[src/rtl/vending_pkg.sv]
// Shared types for the change dispenser: coin encoding, coin values,
// dispenser FSM states and the queued request record.
package vending_pkg;

  // Width of the change amount carried in a queued request.
  localparam int PKG_DATA_W = 8;

  // Coin encoding as presented on coin_type, largest coin first.
  typedef enum logic [1:0] {
    C50 = 2'd0,
    C10 = 2'd1,
    C5  = 2'd2,
    C1  = 2'd3
  } coin_e;

  // Face value of each coin, indexed by coin_e.
  localparam logic [7:0] COIN_VAL [4] = '{8'd50, 8'd10, 8'd5, 8'd1};

  // Dispenser sequencing states.
  typedef enum logic [1:0] {
    IDLE = 2'd0,
    PROD = 2'd1,
    COIN = 2'd2,
    DONE = 2'd3
  } disp_state_e;

  // One captured transaction: product id and change still owed.
  typedef struct packed {
    logic [1:0]            pid;
    logic [PKG_DATA_W-1:0] amt;
  } req_t;

endpackage

[src/rtl/change_fifo.sv]
// Synchronous request queue of req_t entries. A pop on the same edge as a
// push into a full queue frees the slot, so that push is accepted.
module change_fifo
  import vending_pkg::*;
#(
  parameter  int FIFO_DEPTH = 4,
  localparam int AW         = $clog2(FIFO_DEPTH),
  localparam int LW         = AW + 1
) (
  input  logic          clk,
  input  logic          rst,
  input  logic          push,
  input  logic          pop,
  input  req_t          din,
  output req_t          dout,
  output logic          full,
  output logic          empty,
  output logic [LW-1:0] level
);

  req_t          mem [FIFO_DEPTH];
  logic [AW-1:0] wr_ptr;
  logic [AW-1:0] rd_ptr;
  logic          push_ok;
  logic          pop_ok;

  assign full    = (level == LW'(FIFO_DEPTH));
  assign empty   = (level == '0);
  assign pop_ok  = pop && !empty;
  assign push_ok = push && (!full || pop_ok);
  assign dout    = mem[rd_ptr];

  // Pointer and occupancy tracking; reset flushes the queue.
  always_ff @(posedge clk) begin
    if (rst) begin
      wr_ptr <= '0;
      rd_ptr <= '0;
      level  <= '0;
    end else begin
      if (push_ok) wr_ptr <= wr_ptr + AW'(1);
      if (pop_ok)  rd_ptr <= rd_ptr + AW'(1);
      case ({push_ok, pop_ok})
        2'b10:   level <= level + LW'(1);
        2'b01:   level <= level - LW'(1);
        default: level <= level;
      endcase
    end
  end

  // Entry storage, written only on an accepted push.
  always_ff @(posedge clk) begin
    if (push_ok && !rst) mem[wr_ptr] <= din;
  end

endmodule

[src/rtl/change_dispenser.sv]
// Change dispenser: captures Vending core results, queues them, releases
// the product and then pays change greedily one coin per handshake.
module change_dispenser
  import vending_pkg::*;
#(
  parameter int DATA_W     = PKG_DATA_W,
  parameter int FIFO_DEPTH = 4
) (
  input  logic              clk,
  input  logic              rst,
  input  logic [DATA_W-1:0] MO,
  input  logic [1:0]        PO,
  output logic              prod_valid,
  output logic [1:0]        prod_id,
  input  logic              prod_ready,
  output logic              coin_valid,
  output logic [1:0]        coin_type,
  input  logic              coin_ready,
  output logic              done,
  output logic              busy,
  output logic              ovf
);

  localparam int LW = $clog2(FIFO_DEPTH) + 1;

  // Largest coin not exceeding the remaining amount.
  function automatic coin_e coin_sel(input logic [DATA_W-1:0] a);
    if (a >= DATA_W'(50)) return C50;
    if (a >= DATA_W'(10)) return C10;
    if (a >= DATA_W'(5))  return C5;
    return C1;
  endfunction

  // Face value of a coin at the amount width.
  function automatic logic [DATA_W-1:0] coin_val(input coin_e c);
    return DATA_W'(COIN_VAL[c]);
  endfunction

  logic              vld_p0;
  req_t              req_p0;
  req_t              head;
  logic              full;
  logic              empty;
  logic [LW-1:0]     level;
  logic [LW-1:0]     level_n;
  logic              pop;
  logic              push_ok;
  disp_state_e       state;
  disp_state_e       state_n;
  logic [1:0]        pid;
  logic [DATA_W-1:0] amt;
  coin_e             coin_cur;
  logic [DATA_W-1:0] amt_sub;

  // Stage p0: register nonzero Vending core results for the queue.
  always_ff @(posedge clk) begin
    if (rst) vld_p0 <= 1'b0;
    else     vld_p0 <= (MO != '0) || (PO != 2'd0);
  end

  // Stage p0 payload, held without reset.
  always_ff @(posedge clk) begin
    req_p0.pid <= PO;
    req_p0.amt <= MO;
  end

  assign pop     = (state == IDLE) && !empty;
  assign push_ok = vld_p0 && (!full || pop);

  change_fifo #(
    .FIFO_DEPTH(FIFO_DEPTH)
  ) u_fifo (
    .clk  (clk),
    .rst  (rst),
    .push (vld_p0),
    .pop  (pop),
    .din  (req_p0),
    .dout (head),
    .full (full),
    .empty(empty),
    .level(level)
  );

  // Queue occupancy after the current edge, used for the registered busy flag.
  always_comb begin
    level_n = level;
    if (push_ok && !pop)      level_n = level + LW'(1);
    else if (!push_ok && pop) level_n = level - LW'(1);
  end

  assign coin_cur = coin_sel(amt);
  assign amt_sub  = amt - coin_val(coin_cur);

  // Next-state and handshake decode; valid/payload follow state and amt only.
  always_comb begin
    state_n    = state;
    prod_valid = 1'b0;
    prod_id    = 2'd0;
    coin_valid = 1'b0;
    coin_type  = 2'd0;
    case (state)
      IDLE: begin
        if (!empty) begin
          if (head.pid != 2'd0)     state_n = PROD;
          else if (head.amt != '0)  state_n = COIN;
          else                      state_n = DONE;
        end
      end
      PROD: begin
        prod_valid = 1'b1;
        prod_id    = pid;
        if (prod_ready) state_n = (amt != '0) ? COIN : DONE;
      end
      COIN: begin
        coin_valid = 1'b1;
        coin_type  = coin_cur;
        if (coin_ready && (amt_sub == '0)) state_n = DONE;
      end
      DONE: begin
        state_n = IDLE;
      end
      default: begin
        state_n = IDLE;
      end
    endcase
  end

  // FSM state register; reset abandons any transaction in progress.
  always_ff @(posedge clk) begin
    if (rst) state <= IDLE;
    else     state <= state_n;
  end

  // Transaction registers: load on pop, decrement by each paid coin.
  always_ff @(posedge clk) begin
    if (pop) begin
      pid <= head.pid;
      amt <= head.amt;
    end else if (coin_valid && coin_ready) begin
      amt <= amt_sub;
    end
  end

  // Registered status: done pulse, busy, and sticky overflow.
  always_ff @(posedge clk) begin
    if (rst) begin
      done <= 1'b0;
      busy <= 1'b0;
      ovf  <= 1'b0;
    end else begin
      done <= (state_n == DONE);
      busy <= (state_n != IDLE) || (level_n != '0);
      if (vld_p0 && full && !pop) ovf <= 1'b1;
    end
  end

endmodule

[config.mk]
export PLATFORM = sky130hd
export DESIGN_NAME = change_dispenser
export DESIGN_NICKNAME = d
export VERILOG_FILES = /design/src/rtl/vending_pkg.sv /design/src/rtl/change_fifo.sv /design/src/rtl/change_dispenser.sv
export SDC_FILE = /design/constraint.sdc
export NUM_CORES = 1
export LEC_CHECK = 0
export CAP_MARGIN = 0
export CORE_ASPECT_RATIO = 0.9
export CORE_MARGIN = 4
export CORE_UTILIZATION = 58
export CTS_CLUSTER_SIZE = 8
export DETAILED_ROUTE_END_ITERATION = 12
export PLACE_DENSITY = 0.79
export SYNTH_ARGS = -nofsm -noshare
export SYNTH_HDL_FRONTEND = slang
export SYNTH_HIERARCHICAL = 1
export SYNTH_SLANG_ARGS = --single-unit
[constraint.sdc]
create_clock -name clk -period 3.3 [get_ports clk]
set_clock_uncertainty 0.1 [all_clocks]
set_input_delay 0.66 -clock clk [delete_from_list [all_inputs] [get_ports clk]]
set_output_delay 0.66 -clock clk [all_outputs]
set_load 0.005 [all_outputs]
==> flow_results.org <==
** Status
- Outcome :: complete, no violations

** Detailed routing
- The count of nets left with antenna violations once routing finished came out at 0.
- The first detailed-routing pass took 4 iterations.
- Across all layers, the routed design uses 2102 vias.
- Number of design-rule violations left by the first detailed-router iteration :: 120
- Average wire per standard cell :: about 16 um
- Total length of routed wires :: 6060 um
- In the routed layout, each cell is associated on average with a via count of 5.70.
- Number of remaining DRC errors :: 0

** Clock tree
- For this design, the sink count on the clock tree is 75.
- Cell at the root of the clock tree :: clkbuf_8
- Worst-Skew Late Latency :: between 0.3 and 0.4 ns
- Buffers from clock root to sink, at most :: 2
- In this run, CTS created clock tree buffers numbering 9.
- H-Tree Level Count :: 3
- After clock tree synthesis, the clock-pin slew on the worst setup and hold paths is 0.08 ns.
- CTS tree :: done

** Critical path
- The endpoint identified for the worst register-to-register timing path is u_fifo/level[2].
- Startpoint type of the worst setup path :: flip-flop
- Along the worst path, the maximum fanout reaches 6.
- Data required time of the worst path :: 2.54 ns
- Measured in cells, the most critical reg-to-reg path has a length of 11.
- Crit. End Element :: primary output
- The startpoint identified for the worst register-to-register timing path is u_fifo/level[0].
- Data on the critical path arrives at its endpoint at 2.41 ns.
- Critical setup path kind :: reg2out
- Register-to-Register Setup Slack :: 0.28 ns

** Timing
- Setup violations remaining at the end of the flow were counted as 0.
- Setup repair after global routing missed its margin :: no
- Fmax :: 0.316 GHz
- At the pin with the least slew margin, the transition time is 0.606 ns.
- Setup slack closes at approximately 0.13 ns.
- The final hold violation count is 0.
- Adding up every negative setup slack in the final design gives 0 ns.
- Headroom to the max-slew limit came out at 59.6%.
- The max-slew violation total from the final report is 0.
- Final critical path time including I/O delays and setup :: 3.17 ns
- The worst path uses 96.0% of the clock period.

** Hold path
- Hold WC Path Type :: reg2reg
- Startpoint of the most critical hold path :: req_p0[0]
- The worst hold path terminates at u_fifo/mem[2][0].
- The worst hold path passes through 0 cells.

** Logic synthesis
- The average instance in the mapped netlist occupies 13.1 um^2.
- Share of the yosys chip area belonging to registers :: 59.3%
- Post-synth ARST share :: 0%
- In this run, distinct cell masters in the synthesized netlist total 52.
- During synthesis, Yosys emitted a total of 6 warnings.
- In this run the cell area of the synthesized design comes to 3380 um^2.
- The number of nets handed over by synthesis was 287.
- Post-synth EDFFs :: 50
- Synthesis produced about 260 cells.
- In this run, synthesis produced a sequential element count of 75.
- The most used flip-flop cell after synthesis is edfxtp_1.

** Place
- Detailed placement finished with a half-perimeter wire length of 4450 um.
- Input and output buffers added on the ports amount to 22.
- Routability-driven placement finished with a final weighted congestion of 0.795.
- Worst-case setup slack after placement :: 0.238 ns

** Final layout
- Number of inserted diodes :: 0
- In the final design database the tool counted 323 nets.
- Area added between synthesis and finish :: 16.5%
- Area occupied by multi-input gates :: 1300 um^2
- Ratio of cells with drive above 1 in the final layout :: about 18%
- Number of filler cells placed in the layout :: slightly above 400
- Summing all flip-flop and latch instances after layout gives between 2000 and 2500 um^2.

** Die
- For this configuration, the core starts out at a cell density of 59.6%.
- The floorplan has 26 rows.
- Die width :: just under 90 um
- Area of the die :: 7110 um^2
- Die outline height :: 80.4 um
- Core region area :: 5660 um^2
- Boundary Pins :: 23

** Global routing
- Vias in the first global route :: 2088
- For this run, the total global-route usage over all layers was measured as 19.1%.
- Remaining global-route overflow :: 0
- Global-route wire length before repair :: 9860 um
- The number of antenna violations at the first check in global routing is 0.
- Met1 Use GR :: 22.8%
- Most Used Layer, Global Route :: met2
- Entering global routing, the biggest net connects 19 pins.
- Global routing used 4.31% of the available met3 tracks.
- Global routing consumed, on the met2 layer, about a third of the routing resources.

** Power and ir drop
- Combinational logic burns 43.4% of the power.
- IR drop worst, VDD :: around 0.70 mV
- In this run the power spent charging and discharging nets is 1.39 mW.
- Switching share of total power :: a little under two fifths
- Clock power frac :: a little under a fifth
- Pwr per Cell Area :: 931 nW/um^2
- Sequential cells burn between 30% and 40% of the power.
- Summed over all cells, the static leakage comes to 1.43 nW.
- The internal power of the cells totals 2.27 mW.

** Flow run
- Max-cap violation count :: 0
[power by group through the flow]
stage / clock network [mW] / logic (mW) / registers [mW]
after floorplan: 0 / 1.23 / 1.34
after global placement: 0 / 1.53 / 1.39
after detailed placement: 0 / 1.56 / 1.40
after CTS: 0.699 / 1.58 / 1.38
after global routing: 0.744 / 1.78 / 1.41
final: 0.686 / 1.59 / 1.39
[cells in the final DEF, fill, tap and decap left out, types with 5 or more instances in the layout]
master           netlist  routed
nor3b_1                5       5
o21ai_0               11      11
ha_1                  13      13
nor3_1                 6       6
a21oi_1                7       7
xor2_1                 6       6
dfxtp_1               25      25
nand2b_1               5       5
buf_4                  0       8
mux4_2                10      10
inv_1                 16      16
clkdlybuf4s50_1        0      22
nor2_1                15      15
nand2_1               24      24
clkbuf_8               0       9
edfxtp_1              50      50
[worst max-delay path, stage by stage, from the launching register on]
cell             delay (ns)
edfxtp_1               0.46
or3_1                  0.43
a311oi_1               0.36
buf_4                  0.19
and3_1                 0.14
clkdlybuf4s50_1        0.49
[cell type report]
class | count | share of cell area (%)
multi-input cells | 161 | 33.0
clock buffers | 10 | 3.78
flip-flops and latches | 75 | 50.9
inverters | 17 | 1.62
well taps | 70 | 2.23
repair buffers | 30 | 7.12
clock inverters | 6 | 1.34
[flip-flops by register name (all words and copies together), names as in the netlist, 2 cells and up, named ones only]
| register | count |
|---|---|
| amt | 8 |
| pid | 2 |
| req_p0 | 10 |
| state | 2 |
| u_fifo/level | 3 |
| u_fifo/mem | 40 |
| u_fifo/rd_ptr | 2 |
| u_fifo/wr_ptr | 2 |
[routing by layer]
layer | up-vias | part of all wire, %
li1 | 1028 | -
met1 | 998 | 42
met2 | 60 | 51
met3 | 16 | 4.9
met4 | 0 | 2.4
met5 | - | 0
[how the worst max path moves through the flow]
| stage | start | end | slack [ns] | depth (start not counted) |
|---|---|---|---|---|
| CTS | amt[1] | coin_type[0] | 0.12 | 5 |
| detailed placement | u_fifo/level[0] | u_fifo/level[2] | 0.24 | 11 |
| global placement | u_fifo/level[2] | u_fifo/level[2] | 0.27 | 11 |
| floorplan | u_fifo/level[2] | u_fifo/level[2] | 0.34 | 13 |
| global route | amt[1] | coin_type[0] | 0.009 | 5 |
| finish | amt[1] | coin_type[0] | 0.13 | 5 |
[synthesized netlist by cell type, drive strengths merged (2+ instances only)]
cell / n / share of area (%)
xor2: 6 / 1.6
and3: 3 / 0.56
mux2: 2 / 0.78
nand3: 2 / 0.30
nor3: 6 / 0.89
and2: 2 / 0.37
ha: 13 / 4.8
o31ai: 4 / 1.4
nand2: 24 / 2.7
or3: 5 / 0.96
buf: 4 / 0.56
fa: 2 / 1.2
nor3b: 5 / 1.1
a21oi: 9 / 1.6
mux4: 10 / 6.7
nor2: 17 / 2.0
xnor2: 3 / 0.78
edfxtp: 50 / 44
a31oi: 4 / 0.74
o21a: 4 / 0.89
dfxtp: 25 / 15
o21ai: 13 / 1.9
nor4: 6 / 1.3
nand2b: 6 / 1.3
inv: 17 / 1.9
[metrics by stage]
step / std cells / area [um^2] / utilization [%] / power [mW] / hold WS [ns]
5_1_grt: 369 / 3930 / 69.5 / 3.93 / 0.410
3_3_place_gp: 353 / 3720 / 65.7 / 2.92 / 0.356
4_1_cts: 369 / 3920 / 69.3 / 3.66 / 0.389
3_5_place_dp: 353 / 3720 / 65.7 / 2.96 / 0.362
2_1_floorplan: 258 / 3380 / - / 2.57 / 0.338
6_report: 369 / 3930 / 69.5 / 3.66 / 0.378
[cells by family after synthesis]
group / after synthesis / share of synthesized area [%]
muxes: 13 / 7.75
adders and majority gates: 15 / 6.00
AOI/OAI and AO/OA: 41 / 8.86
buffers and inverters: 22 / 2.56
xor gates and xnor gates: 9 / 2.34
DFF: 75 / 59.3
and+or+nand+nor: 83 / 13.2
[repair_timing]
item,4_1_cts,5_1_grt
hold buffers,0,0
gates resized for setup,0,2
buffers inserted,0,0
setup endpoints to repair,0,3
No activity file was read; power rests on OpenSTA's default activity.
